===== src/rtl/glitch_sequencer_if.sv =====
// Bundle between the glitch sequencer and its environment: controls, tick, trigger,
// program ROM read port and the parallel output pattern.
interface glitch_sequencer_if #(
    parameter int unsigned ADDR_W  = 8,
    parameter int unsigned DELAY_W = 32
);
    logic               start;
    logic               abort;
    logic [ADDR_W-1:0]  start_addr;
    logic               tick;
    logic               trigger;
    logic [ADDR_W-1:0]  rom_addr;
    logic [11:0]        rom_instr;
    logic [DELAY_W-1:0] rom_delay;
    logic [7:0]         parallel_out;
    logic               busy;
    logic               done;

    // Sequencer side.
    modport master (
        input  start, abort, start_addr, tick, trigger, rom_instr, rom_delay,
        output rom_addr, parallel_out, busy, done
    );

    // Environment side: controls, clock divider and ROM.
    modport slave (
        output start, abort, start_addr, tick, trigger, rom_instr, rom_delay,
        input  rom_addr, parallel_out, busy, done
    );
endinterface


===== src/rtl/glitch_sequencer.sv =====
// Instruction sequencer for the glitch test interface: walks the program ROM, drives
// the parallel output pattern and times each OUT in divider ticks.
module glitch_sequencer #(
    parameter int unsigned ADDR_W   = 8,
    parameter int unsigned DELAY_W  = 32,
    parameter logic [7:0]  IDLE_OUT = 8'h00
) (
    input  logic              clk,
    input  logic              reset,
    glitch_sequencer_if.master bus
);

    typedef enum logic [1:0] {StIdle, StFetch, StDelay, StTrig} state_e;

    localparam logic [2:0] OpOut  = 3'b000;
    localparam logic [2:0] OpJump = 3'b001;
    localparam logic [2:0] OpHalt = 3'b010;
    localparam logic [2:0] OpWait = 3'b011;

    state_e             state_q, state_d;
    logic [ADDR_W-1:0]  addr_q, addr_d;
    logic [7:0]         out_q, out_d;
    logic [DELAY_W-1:0] cnt_q, cnt_d;
    logic               done_q, done_d;

    logic [2:0]         opcode;
    logic [7:0]         data;
    logic [ADDR_W-1:0]  addr_inc;
    logic               unused_rsvd;

    assign opcode      = bus.rom_instr[11:9];
    assign data        = bus.rom_instr[8:1];
    assign addr_inc    = addr_q + ADDR_W'(1);
    // Bit 0 of the instruction is reserved.
    assign unused_rsvd = bus.rom_instr[0];

    // State and datapath registers; async reset to the idle condition.
    always_ff @(posedge clk or posedge reset) begin
        if (reset) begin
            state_q <= StIdle;
            addr_q  <= '0;
            out_q   <= IDLE_OUT;
            cnt_q   <= '0;
            done_q  <= 1'b0;
        end else begin
            state_q <= state_d;
            addr_q  <= addr_d;
            out_q   <= out_d;
            cnt_q   <= cnt_d;
            done_q  <= done_d;
        end
    end

    // Next-state decode; abort overrides every other condition.
    always_comb begin
        state_d = state_q;
        addr_d  = addr_q;
        out_d   = out_q;
        cnt_d   = cnt_q;
        done_d  = 1'b0;

        if (bus.abort) begin
            // rom_addr deliberately keeps its last value.
            state_d = StIdle;
            out_d   = IDLE_OUT;
            cnt_d   = '0;
        end else begin
            unique case (state_q)
                StIdle: begin
                    if (bus.start) begin
                        addr_d  = bus.start_addr;
                        out_d   = IDLE_OUT;
                        state_d = StFetch;
                    end
                end
                StFetch: begin
                    unique casez (opcode)
                        OpOut: begin
                            out_d = data;
                            if (bus.rom_delay == '0) begin
                                addr_d = addr_inc;
                            end else begin
                                cnt_d   = bus.rom_delay;
                                state_d = StDelay;
                            end
                        end
                        OpJump: addr_d = ADDR_W'(data);
                        OpHalt: begin
                            done_d  = 1'b1;
                            state_d = StIdle;
                        end
                        OpWait: begin
                            out_d   = data;
                            state_d = StTrig;
                        end
                        3'b1??: addr_d = addr_inc;
                        default: ;
                    endcase
                end
                StDelay: begin
                    if (bus.tick) begin
                        cnt_d = cnt_q - DELAY_W'(1);
                        if (cnt_q == DELAY_W'(1)) begin
                            addr_d  = addr_inc;
                            state_d = StFetch;
                        end
                    end
                end
                StTrig: begin
                    if (bus.trigger) begin
                        addr_d  = addr_inc;
                        state_d = StFetch;
                    end
                end
                default: state_d = StIdle;
            endcase
        end
    end

    // All outputs come straight from registers.
    always_comb begin
        bus.rom_addr     = addr_q;
        bus.parallel_out = out_q;
        bus.busy         = (state_q != StIdle);
        bus.done         = done_q;
    end

endmodule


===== src/flat_wrapper.sv =====
// flat-port wrapper written by rule: the top's interface ports become plain ports
module glitch_sequencer_flat 
#(
    parameter int unsigned ADDR_W   = 8,
    parameter int unsigned DELAY_W  = 32,
    parameter logic [7:0]  IDLE_OUT = 8'h00
)
  (clk, reset, bus_start, bus_abort, bus_start_addr, bus_tick, bus_trigger, bus_rom_instr, bus_rom_delay, bus_rom_addr, bus_parallel_out, bus_busy, bus_done);
  glitch_sequencer_if #(.ADDR_W(ADDR_W), .DELAY_W(DELAY_W)) bus_i ();
  input  logic clk;
  input  logic reset;
  input wire logic [$bits(bus_i.start)-1:0] bus_start;
  input wire logic [$bits(bus_i.abort)-1:0] bus_abort;
  input wire logic [$bits(bus_i.start_addr)-1:0] bus_start_addr;
  input wire logic [$bits(bus_i.tick)-1:0] bus_tick;
  input wire logic [$bits(bus_i.trigger)-1:0] bus_trigger;
  input wire logic [$bits(bus_i.rom_instr)-1:0] bus_rom_instr;
  input wire logic [$bits(bus_i.rom_delay)-1:0] bus_rom_delay;
  output wire logic [$bits(bus_i.rom_addr)-1:0] bus_rom_addr;
  output wire logic [$bits(bus_i.parallel_out)-1:0] bus_parallel_out;
  output wire logic [$bits(bus_i.busy)-1:0] bus_busy;
  output wire logic [$bits(bus_i.done)-1:0] bus_done;
  assign bus_i.start = bus_start;
  assign bus_i.abort = bus_abort;
  assign bus_i.start_addr = bus_start_addr;
  assign bus_i.tick = bus_tick;
  assign bus_i.trigger = bus_trigger;
  assign bus_i.rom_instr = bus_rom_instr;
  assign bus_i.rom_delay = bus_rom_delay;
  assign bus_rom_addr = bus_i.rom_addr;
  assign bus_parallel_out = bus_i.parallel_out;
  assign bus_busy = bus_i.busy;
  assign bus_done = bus_i.done;
  glitch_sequencer #(.ADDR_W(ADDR_W), .DELAY_W(DELAY_W), .IDLE_OUT(IDLE_OUT)) u_core (.clk(clk), .reset(reset), .bus(bus_i));
endmodule

===== config.mk =====
export PLATFORM = sky130hd
export DESIGN_NAME = glitch_sequencer_flat
export DESIGN_NICKNAME = d
export VERILOG_FILES = /design/src/rtl/glitch_sequencer_if.sv /design/src/rtl/glitch_sequencer.sv /design/src/flat_wrapper.sv
export SDC_FILE = /design/constraint.sdc
export NUM_CORES = 1
export LEC_CHECK = 0
export ABC_AREA = 1
export BUFFER_PORTS_ARGS = -buffer_cell sky130_fd_sc_hd__buf_2
export CAP_MARGIN = 30
export CORE_MARGIN = 3
export CORE_UTILIZATION = 50
export DETAILED_ROUTE_END_ITERATION = 12
export GPL_ROUTABILITY_DRIVEN = 0
export HOLD_SLACK_MARGIN = 0.12
export PLACE_DENSITY_LB_ADDON = 0.12
export SYNTH_ARGS = -nofsm -noshare
export SYNTH_HDL_FRONTEND = slang
export SYNTH_SLANG_ARGS = --single-unit

===== constraint.sdc =====
create_clock -name clk -period 2.4 [get_ports clk]
set_clock_uncertainty 0.2 [all_clocks]
set_input_delay 0.12 -clock clk [delete_from_list [all_inputs] [get_ports clk]]
set_output_delay 0.12 -clock clk [all_outputs]
set_load 0.02 [all_outputs]

Word-level counts from Yosys, hierarchy flattened
Index checks and enable logic that the tools add are counted.
{"block": "classes", "n_addsub": 2, "eq_ne": 22, "mux": 27, "bitwise_logic": 1, "reduce_logical": 11}
{"operator": "$mux 32", "n": 4}
{"operator": "$mux 8", "n": 8}
{"operator": "$pmux 32 s2", "n": 1}
{"operator": "$eq 32x1->1 const B", "n": 1}
{"operator": "$logic_not 32->1", "n": 1}
{"operator": "$pmux 8 s4", "n": 1}
{"operator": "$sub 32x1->32 const B", "n": 1}
{"operator": "$pmux 8 s3", "n": 1}
{"operator": "$pmux 8 s2", "n": 1}
{"operator": "$ne 3x3->1 const B", "n": 5}
{"operator": "$mux 2", "n": 6}
{"operator": "$ne 3x2->1 const B", "n": 3}
{"operator": "$add 8x1->8 const B", "n": 1}
{"operator": "$pmux 2 s4", "n": 1}
{"operator": "$reduce_and 7->1", "n": 1}
{"operator": "$eq 3x2->1 const B", "n": 2}
{"operator": "$ne 2x2->1 const B", "n": 3}
{"operator": "$pmux 2 s3", "n": 1}
{"operator": "$reduce_and 6->1", "n": 1}
{"operator": "$reduce_bool 3->1", "n": 2}
{"operator": "$ne 5x4->1 const B", "n": 1}
{"operator": "$eq 2x2->1 const B", "n": 2}
{"operator": "$ne 4x3->1 const B", "n": 1}
{"operator": "$ne 4x4->1 const B", "n": 1}
{"operator": "other kinds (11)", "n": 13}
{"block": "word_totals", "register_bits": 51, "inputBits": 58, "elab_cells": 68}

Logic depth before layout (Yosys ltp)
Gate-level depths: netlist of the first run.
{"block": "logic_depth", "depth_word": 5, "ltp_mapped": 11}

Worst setup path after synthesis of the first run
Ideal clock, no wire load.
{"block": "synth_path", "kind": "flip-flop to flip-flop", "start": "register u_core.state_q[1]", "end": "register u_core.addr_q[7] (netlist: u_core.bus.rom_addr[7])", "setup_ns": 0.119, "arrival_ns": 1.478, "required_ns": 2.081, "slack_ns": 0.604, "path_stages_with_launch": 10, "synth_period_minus_slack_ns": 1.796, "path_cell_list": "dfrtp_1 buf_4 nor2_2 inv_2 nor2_4 inv_1 o21ai_0 nor2_4 nand3_1 nand2_1"}
{"block": "synth_via", "elab_chain_cells": 3, "elab_cells_between_ends": 12, "classes_between": "eq/ne (9); mux (1); reduce/logical (2)"}
{"item": "from (decl)", "line": "glitch_sequencer.sv:20", "text": "state_e state_q, state_d;"}
{"item": "from (signal assigned)", "line": "glitch_sequencer.sv:40", "text": "state_q <= StIdle;"}
{"item": "from (signal assigned)", "line": "glitch_sequencer.sv:46", "text": "state_q <= state_d;"}
{"item": "$eq 2x1->1 (tied with other cells)", "line": "glitch_sequencer.sv:68", "text": "unique case (state_q)"}
{"item": "$ne 4x3->1 (no line) (tied with other cells)"}
{"item": "$reduce_and 7->1 (no line)"}
{"item": "to (signal assigned)", "line": "glitch_sequencer.sv:47", "text": "addr_q <= addr_d;"}
{"item": "to (decl)", "line": "glitch_sequencer.sv:21", "text": "logic [ADDR_W-1:0] addr_q, addr_d;"}
Parallel ways exist; a longest one is shown, timed or not.
A chain may end at the register's enable or synchronous reset.

Final worst setup path of the first run
{"block": "layout_path", "start": "input port bus_rom_instr[10]", "end": "register u_core.state_q[0]"}
{"block": "layout_via", "elab_chain_cells": 4, "elab_cells_between_ends": 9, "classes_between": "eq/ne (4); mux (3); reduce/logical (2)"}
{"item": "from (decl)", "line": "flat_wrapper.sv:17", "text": "input wire logic [$bits(bus_i.rom_instr)-1:0] bus_rom_instr;"}
{"item": "$eq 3x2->1 / $logic_not 3->1 (equally long branches)", "line": "glitch_sequencer.sv:77", "text": "unique casez (opcode)"}
{"item": "$pmux 2 s3", "line": "glitch_sequencer.sv:77"}
{"item": "$pmux 2 s4", "line": "glitch_sequencer.sv:68"}
{"item": "$mux 2", "line": "glitch_sequencer.sv:62", "text": "if (bus.abort) begin"}
Parallel ways exist; a longest one is shown, timed or not.

==> results of run 1 <==
[synth_stat cells]
cell and n:
nand2_1 232, nor2_1 105, nand3_1 61, dfrtp_1 51, inv_1 49, o21ai_0 31, o21ai_1 16, a21oi_1 9
buf_2 7, xor2_1 7, or2_2 6, buf_4 5, inv_2 5, nand4_1 5, nor2_4 5, a31oi_1 4
ha_1 3, nand3b_1 3, nor2_2 3, o211ai_1 3, o21bai_1 3, xnor2_1 3, a22oi_1 2, clkbuf_1 2
nor3_1 2, o21ai_2 2, o31ai_1 2, a211oi_1 1, a21boi_0 1, a21oi_2 1, a31oi_2 1, buf_1 1
buf_6 1, nand2_2 1, nand2_4 1, nand3_2 1, nand3_4 1, nor2_8 1, o22ai_1 1, or2_1 1
[worst max-delay path, cell delays in order]
cell and delay [ps]:
dlygate4sd3_1 530, buf_2 150, nand3_1 110, dlygate4sd3_1 580
a21oi_1 120, dlygate4sd3_1 560, nand4_1 100, nand2_1 80
[repair_timing]
action / CTS / global route
gates resized for setup: 0 / 6
hold buffers: 57 / 0
endpoints found under the setup margin: 0 / 24
setup buffers: 0 / 4
endpoints found under the hold margin: 102 / 0
[per-layer routing]
layer,share of wire,track usage
met1,0.48,0.4059
met4,0.014,0.06250
met2,0.46,0.4680
met5,0,0
met3,0.055,0.03506
[kinds of logic (layout without fill, tap and decap cells)]
logic type,after synthesis,count (layout),share of synthesized area
DFF,51,51,0.3225
buffers and inverters,70,204,0.07525
and+or+nand+nor,428,428,0.4594
adders and majority gates,3,3,0.009486
xor gates and xnor gates,10,10,0.02213
AOI/OAI and AO/OA,77,77,0.1113
[stage by stage]
stage          setup WS (ps)  power (mW)  hold slack [ps]    util  instance area (µm²)
2_1_floorplan          603.8       3.929            75.03       -                 3958
3_3_place_gp           265.9       4.672           -32.17  0.5938                 4422
3_5_place_dp           206.7       4.739           -24.82  0.5938                 4422
4_1_cts                2.183       5.566            158.4  0.6887                 5129
5_1_grt                26.86       6.216            189.6  0.6951                 5176
6_report               101.7       5.700            161.9  0.6951                 5176
[power breakdown]
part | switching (mW) | internal, mW | total (mW)
clock | 0.308 | 0.416 | 0.724
combinational | 2.23 | 1.14 | 3.37
sequential | 0.404 | 1.20 | 1.60
[registers in the layout (all words and copies together), names as in the netlist]
register / cells
u_core.cnt_q: 32
u_core.bus.rom_addr: 8
u_core.state_q: 2
u_core.bus.done: 1
u_core.bus.parallel_out: 8
[path summary, 6_finish.rpt]
| path | from | endpoint | cells after the start |
|---|---|---|---|
| worst max-delay path | bus_rom_instr[10] | u_core.state_q[0] | 8 |
| worst min-delay path | bus_abort | u_core.cnt_q[3] | 4 |
| worst max register to register | u_core.state_q[0] | u_core.cnt_q[0] | 9 |
| worst min register to register | u_core.bus.parallel_out[5] | u_core.bus.parallel_out[5] | 2 |
| max in group asynchronous | reset | u_core.cnt_q[28] | 4 |
| min in group asynchronous | reset | u_core.bus.rom_addr[5] | 3 |
[area by class of cell]
type	instances	area share
Inverter	54	0.03964
Clock inverter	3	0.01305
Clock buffer	5	0.01329
Tap cell	99	0.02393
Sequential cell	51	0.2466
Multi-Input combinational cell	518	0.4619
Timing Repair Buffer	142	0.2016
==> out/metrics.csv, run 1 <==
stage;metric;value;unit
run_status;status;finished, final reports clean;
worst_setup_path;cp.arrival;2340;ps
pwr;p_leak;2.595;nW
floorplanning;start_util;0.5314;
cells_and_area;seq_area;1276;µm²
cells_and_area;multi_input_area;2391;µm²
timing;slew_headroom;0.6667;
yosys;synth_area_leaders;dfrtp_1 32%, nand2_1 22%, nor2_1 10%;
floorplanning;die_h;94.97;µm
routing;wl_per_cell;13.99;µm
global_routing;grt_max_degree;37;
worst_setup_path;startpoint_type;input pin;
routing;drt_iter0_drc;439;
cells_and_area;final_cell_mix;232 x nand2_1, 104 x nor2_1, 74 x buf_2, 61 x nand3_1, 57 x dlygate4sd3_1;
cells_and_area;nFillCells;658;
timing;finalCritPeriodShare;0.9576;
clock_network;htree_levels;2;
yosys;synth-seq-cells;51;
clock_network;clkTransAtPathRegs;100;ps
cells_and_area;diodes;0;
worst_setup_path;crit_path_max_fanout;4;
flow_run;cap_violations;0;
global_routing;grtUsageTotal;0.2863;
cells_and_area;final_nets;833;
floorplanning;die_w;94.97;µm
worst_setup_path;crit_path_end_kind;flip-flop;
global_routing;gr-total-overflow;0;
worst_setup_path;regToRegSetupSlack;200;ps
routing;via_per_inst;5.317;
worst_setup_path;worstPathRequired;2450;ps
global_routing;grt_pass1_wl;20.58;mm
clock_network;clockBufferDepth;2;
yosys;ys_warn_count;0;
clock_network;cts_buffers;5;
cells_and_area;stdcell_count;872;
yosys;synth.avg_cell_area;6.193;µm²
yosys;synth_top_area_frac;0.3225;
yosys;synth_top_area_cell;dfrtp_1;
timing;period_needed;2298;ps
cells_and_area;area_delta_synth_final;30.79;%
routing;drc;0;
yosys;synth.cell_area;3958;µm²
floorplanning;core;7447;µm²
timing;worst_pin_slew;499.2;ps
clock_network;clkLatencyLatePin;310;ps
timing;max_clock_freq;435.1;MHz
worst_setup_path;path_class;input pin to flip-flop;
yosys;ys_seq_area_frac;0.3225;
yosys;synthCells;639;
timing;setup_viol;0;
routing;drtAntennaViolNets;0;
floorplanning;fp-row-count;31;
place;place_inst;803;
routing;num_vias;4636;
pwr;cellPowerDensity;1101;nW/µm²
routing;dr.pass1.iters;6;
global_routing;grt_pass1_vias;4440;
cells_and_area;final_common_cell;nand2_1;
timing;fin_tns_setup;0;ps
place;place.port_buffers;74;
clock_network;cts_sinks;51;
clock_network;cts_tree;built;
yosys;synth_cell_types;40;
clock_network;clock-root-buffer;clkbuf_8;
floorplanning;ios;76;
routing;wirelength;12.20;mm
global_routing;grt_antenna_before_repair;0;
pwr;ir_drop;0.0005605;V
floorplanning;dieArea;9018;µm²
place;dp_hpwl;8.465;mm
yosys;syn-num-nets;700;
timing;finalHoldViolCount;0;
hold_path;hold_class;input pin to flip-flop;
cells_and_area;layout-drive-gt1-share;0.1591;
timing;drv_slew;0;
timing;grt_setup_unrepaired;no;
Note: power is estimated with default switching activity, not from simulation.
==> inputs of run 2 (changes only) <==
BUFFER_PORTS_ARGS = not set   (was -buffer_cell sky130_fd_sc_hd__buf_2)
DONT_BUFFER_PORTS = 1   (was not set)
==> run 2 against run 1 <==
Net effect: routed wire length rose by 0.77%; combinational power fell by 8.6%; hold slack got worse by 36 ps; sequential power rose by 9%; critical path depth did not move; final cell count fell by 8.1%; non-clock buffer count fell by 72; total power fell by 2.8%; setup slack improved by 11 ps; critical path type is now flip-flop to flip-flop.
==> out/metrics.csv, run 2 (synthesis gave the netlist of run 1 again) <==
stage;metric;value;unit
run_status;status;finished, final reports clean;
cells_and_area;largest_register_ffs;32;
timing;slew_headroom;0.5383;
clock_network;cts_sinks;51;
cells_and_area;layout-drive-gt1-share;0.06553;
place;place_area;4054;µm²
pwr;p_int;2.627;mW
routing;num_vias;4384;
timing;finalHoldViolCount;0;
timing;setup_viol;0;
worst_setup_path;regToRegSetupSlack;110;ps
routing;drtAntennaViolNets;0;
pwr;cellPowerDensity;1152;nW/µm²
pwr;pwr-share-clk;0.130;
flow_run;cap_violations;0;
clock_network;clockBufferDepth;2;
worst_setup_path;cp.arrival;2320;ps
timing;period_needed;2287;ps
cells_and_area;nFillCells;676;
pwr;p_leak;2.280;nW
cells_and_area;fin_util;0.6460;
routing;dr.pass1.iters;6;
clock_network;htree_levels;2;
floorplanning;fp-row-count;31;
cells_and_area;design_area;4811;µm²
clock_network;clkLatencyLatePin;310;ps
routing;via_per_inst;5.473;
worst_setup_path;path_class;flip-flop to flip-flop;
cells_and_area;final_nets;762;
cells_and_area;seq_area;1276;µm²
pwr;power.share.sequential;0.315;
worst_setup_path;r2r_cells;8;
cells_and_area;stdcell_count;801;
cells_and_area;final_common_cell;nand2_1;
pwr;report.power.total;5.541;mW
global_routing;grtUsageTotal;0.2781;
cells_and_area;largest_register;u_core.cnt_q;
timing;drv_slew;0;
pwr;p_comb_frac;0.556;
cells_and_area;area_delta_synth_final;21.56;%
hold_path;worstHoldEndpoint;u_core.bus.rom_addr[6];
timing;worst_pin_slew;691.6;ps
floorplanning;start_util;0.5314;
timing;fin_tns_setup;0;ps
routing;drt_iter0_drc;404;
pwr;p_sw;2.914;mW
worst_setup_path;crit_path_end_kind;flip-flop;
pwr;ir_drop;0.0005541;V
timing;finalCritPeriodShare;0.9529;
cells_and_area;diodes;0;
timing;grt_setup_unrepaired;no;
hold_path;hold_class;input pin to flip-flop;
floorplanning;die_h;94.97;µm
global_routing;grt_max_degree;37;
place;dp_hpwl;8.562;mm
hold_path;hold_start;bus_rom_instr[7];
pwr;sw_frac_of_total;0.5259;
cells_and_area;multi_input_area;2395;µm²
worst_setup_path;worstPathRequired;2430;ps
routing;wirelength;12.29;mm
routing;wl_per_cell;15.35;µm
floorplanning;core;7447;µm²
routing;drc;0;
worst_setup_path;crit_path_max_fanout;13;
floorplanning;die_w;94.97;µm
timing;max_clock_freq;437.3;MHz
clock_network;cts_buffers;5;
floorplanning;ios;76;
worst_setup_path;r2r-start;u_core.state_q[0];
cells_and_area;final_cell_mix;232 x nand2_1, 105 x nor2_1, 61 x nand3_1, 61 x dlygate4sd3_1, 51 x dfrtp_1;
worst_setup_path;startpoint_type;flip-flop;
hold_path;whs_path_depth;5;
clock_network;clock-root-buffer;clkbuf_8;
global_routing;grt_antenna_before_repair;0;
floorplanning;dieArea;9018;µm²
place;place_inst;731;
global_routing;grt_pass1_vias;4146;
global_routing;gr-total-overflow;0;
global_routing;grt_pass1_wl;19.83;mm
worst_setup_path;r2r-end;u_core.bus.parallel_out[7];
place;place.port_buffers;0;
clock_network;clkTransAtPathRegs;100;ps
clock_network;cts_tree;built;
## run 2: cell count changes in the layout (fill, tap and decap cells not counted)
| cell | before | now |
|---|---|---|
| clkbuf_1 | 0 | 1 |
| dlygate4sd3_1 | 57 | 61 |
| clkinvlp_4 | 1 | 0 |
| buf_2 | 74 | 0 |
| buf_8 | 1 | 0 |
| buf_12 | 1 | 0 |
| nor2_1 | 104 | 105 |
## run 2: power by group through the flow
stage / sequential, mW / clock [mW] / combinational [mW]
after floorplan: 1.63 / 0 / 2.30
after global placement: 1.73 / 0 / 2.81
after detailed placement: 1.75 / 0 / 2.89
after CTS: 1.74 / 0.729 / 3.00
after global routing: 1.80 / 0.747 / 3.49
final: 1.74 / 0.718 / 3.08
## run 2: worst max-delay path by stage
| stage | start | endpoint | slack [ps] |
|---|---|---|---|
| floorplan | u_core.state_q[1] | u_core.bus.rom_addr[7] | 600 |
| global placement | u_core.state_q[0] | u_core.cnt_q[8] | 240 |
| detailed placement | u_core.state_q[0] | u_core.cnt_q[8] | 210 |
| CTS | u_core.state_q[0] | u_core.cnt_q[8] | 180 |
| global route | u_core.state_q[0] | u_core.bus.parallel_out[7] | 20 |
| finish | u_core.state_q[0] | u_core.bus.parallel_out[7] | 110 |
## run 2: area by class of cell
type | instances | share of cell area
Tap cell | 99 | 0.02575
Timing Repair Buffer | 70 | 0.1410
Inverter | 54 | 0.04265
Multi-Input combinational cell | 519 | 0.4978
Sequential cell | 51 | 0.2653
Clock inverter | 2 | 0.01248
Clock buffer | 6 | 0.01508
## run 2: stage by stage
stage	hold WS, ps	worst slack [ps]
2_1_floorplan	75.03	603.8
3_3_place_gp	-49.46	244.1
6_report	126.1	113.0
3_5_place_dp	-45.00	211.7
5_1_grt	169.3	18.16
4_1_cts	127.9	183.9
## run 2: worst max-delay path: stages, from the launching register on
cell           delay (ps)
dfrtp_1               480
inv_2                 100
nor2_4                250
inv_2                  80
nor2_4                110
buf_4                 180
nand2_1                70
dlygate4sd3_1         560
o21ai_0               180
## run 2: per-layer routing
metal  routed length, µm  GRT usage  vias up
met3                1042    0.03904       17
li1                    -          -     2156
met4                 144    0.04327        0
met5                   0          0        -
met1                5511     0.4033     2025
met2                5595     0.4486      186
## run 2: what timing repair did
action | CTS | global route
setup endpoints to repair | 0 | 4
setup buffers | 0 | 0
hold buffers | 61 | 0
hold endpoints to repair | 101 | 0
resized for setup | 0 | 2
==> inputs of run 3 (changes only) <==
CORE_MARGIN = 2   (was 3)
CTS_BUF_LIST = sky130_fd_sc_hd__clkbuf_16   (was not set)
==> run 3 against run 2 <==
Net effect: hold slack better by 6.6 ps; routed wire length down 4.1%; non-clock buffer count rose by 8; register-to-register slack better by 30 ps; first-iteration DRC count decreased by 27%; largest cell class unchanged.
==> out/metrics.csv, run 3 (synthesis gave the netlist of run 1 again) <==
stage;metric;value;unit
run_status;status;finished, final reports clean;
worst_setup_path;cp.arrival;2240;ps
pwr;p_sw;2.932;mW
pwr;ir_drop;0.0006918;V
cells_and_area;area_delta_synth_final;23.74;%
clock_network;clkTransAtPathRegs;70;ps
timing;max_clock_freq;442.6;MHz
worst_setup_path;cp_slowest_cell;dlygate4sd3_1;
pwr;power.share.sequential;0.313;
global_routing;grtUsageTotal;0.2855;
floorplanning;die_w;92.97;µm
flow_run;cap_violations;0;
worst_setup_path;max_stage_delay;570;ps
routing;wirelength;11.79;mm
floorplanning;die_h;92.97;µm
cells_and_area;largest_register;u_core.cnt_q;
cells_and_area;fin_util;0.6370;
timing;period_needed;2260;ps
routing;drc;0;
cells_and_area;final_nets;769;
clock_network;cts_tree;built;
pwr;cellPowerDensity;1141;nW/µm²
worst_setup_path;worstPathRequired;2380;ps
place;place.port_buffers;0;
hold_path;hold_class;input pin to flip-flop;
floorplanning;ios;76;
place;post-place-ws;136.1;ps
clock_network;cts_sinks;51;
worst_setup_path;crit_path_max_fanout;10;
timing;slew_headroom;0.6767;
global_routing;grt_antenna_before_repair;0;
clock_network;clkLatencyLatePin;290;ps
timing;drv_slew;0;
global_routing;gr-total-overflow;0;
routing;wl_per_cell;14.54;µm
clock_network;clockBufferDepth;2;
timing;fin_ws;140.4;ps
worst_setup_path;startpoint_type;flip-flop;
global_routing;grt_pass1_wl;19.89;mm
global_routing;grt_max_degree;37;
floorplanning;core;7687;µm²
timing;grt_setup_unrepaired;no;
worst_setup_path;crit_path_end_kind;flip-flop;
floorplanning;fp-row-count;32;
cells_and_area;nFillCells;732;
pwr;sw_frac_of_total;0.5249;
routing;dr.pass1.iters;5;
pwr;p_leak;2.321;nW
worst_setup_path;path_cells;buf_6 -> nor2_2 -> inv_2 -> nor2_4 -> inv_1 -> o21ai_2 -> dlygate4sd3_1 -> a21oi_2 -> nand3_1 -> nand2_1 -> nand2_1;
routing;via_per_inst;5.406;
timing;finalHoldViolCount;0;
timing;finalCritPeriodShare;0.9415;
pwr;p_int;2.654;mW
routing;drt_iter0_drc;293;
place;dp_hpwl;8.279;mm
global_routing;grt_pass1_vias;4260;
cells_and_area;layout-drive-gt1-share;0.07334;
cells_and_area;final_common_cell;nand2_1;
cells_and_area;diodes;0;
clock_network;cts_buffers;5;
timing;worst_pin_slew;484.2;ps
pwr;p_comb_frac;0.559;
worst_setup_path;path_class;flip-flop to flip-flop;
clock_network;clock-root-buffer;clkbuf_16;
timing;setup_viol;0;
floorplanning;dieArea;8642;µm²
clock_network;htree_levels;2;
routing;drtAntennaViolNets;0;
floorplanning;start_util;0.5148;
worst_setup_path;cp_common_cell;nand2_1;
timing;fin_tns_setup;0;ps
routing;num_vias;4384;
pwr;pwr-share-clk;0.128;
cells_and_area;largest_register_ffs;32;
cells_and_area;final_cell_mix;232 x nand2_1, 104 x nor2_1, 65 x dlygate4sd3_1, 61 x nand3_1, 49 x dfrtp_1;
-- run 3: per-layer routing --
layer  routed length (µm)  global-route usage
met1                 5412              0.4028
met2                 5257              0.4487
met3                  922             0.05452
met4                  200             0.07843
met5                    0                   0
-- run 3: timing repair --
item | CTS | global route
resized for setup | 0 | 5
buffers inserted | 0 | 4
hold buffers | 66 | 0
endpoints found under the hold margin | 102 | 0
setup endpoints to repair | 0 | 14
-- run 3: path summary, 6_finish.rpt --
kind	from	to	slack (ps)	cells past startpoint
max in group asynchronous	reset	u_core.bus.parallel_out[7]	1110	3
max	u_core.state_q[1]	u_core.state_q[1]	140	11
min in group asynchronous	reset	u_core.cnt_q[24]	160	3
min	bus_rom_instr[10]	u_core.state_q[0]	130	6
max reg2reg	u_core.state_q[1]	u_core.state_q[1]	140	11
min reg2reg	u_core.cnt_q[31]	u_core.cnt_q[31]	350	2
-- run 3: power by group through the flow --
stage          logic (mW)  clock network (mW)  registers [mW]
4_1_cts              3.00               0.726            1.74
3_3_place_gp         2.82                   0            1.74
6_report             3.12               0.716            1.75
5_1_grt              3.53               0.758            1.81
3_5_place_dp         2.86                   0            1.75
2_1_floorplan        2.30                   0            1.63
-- run 3: layout make-up --
class	instances	area (µm²)	share of cell area
clock buffers	5	125.1	0.02555
flip-flops and latches	51	1279	0.2611
repair buffers	78	757.0	0.1546
clock inverters	3	20.02	0.004088
multi-input cells	518	2386	0.4872
inverters	54	202.7	0.04139
well taps	102	127.6	0.02606
-- run 3: per-stage QoR --
stage	instances	area [µm²]	power, mW	hold slack, ps
after CTS	807	4856	5.458	127.3
after global placement	733	4050	4.555	-278.4
after global routing	811	4897	6.098	186.4
after detailed placement	733	4050	4.613	-275.5
after floorplan	639	3958	3.929	75.03
final	811	4897	5.586	132.6
-- run 3: critical path: cells and delay by family (launching register included) --
kind,cells,cell delay (ps)
buffers and inverters,4,950
AND/OR/NAND/NOR,5,360
flip-flops,1,410
AO/OA/AOI/OAI,2,230
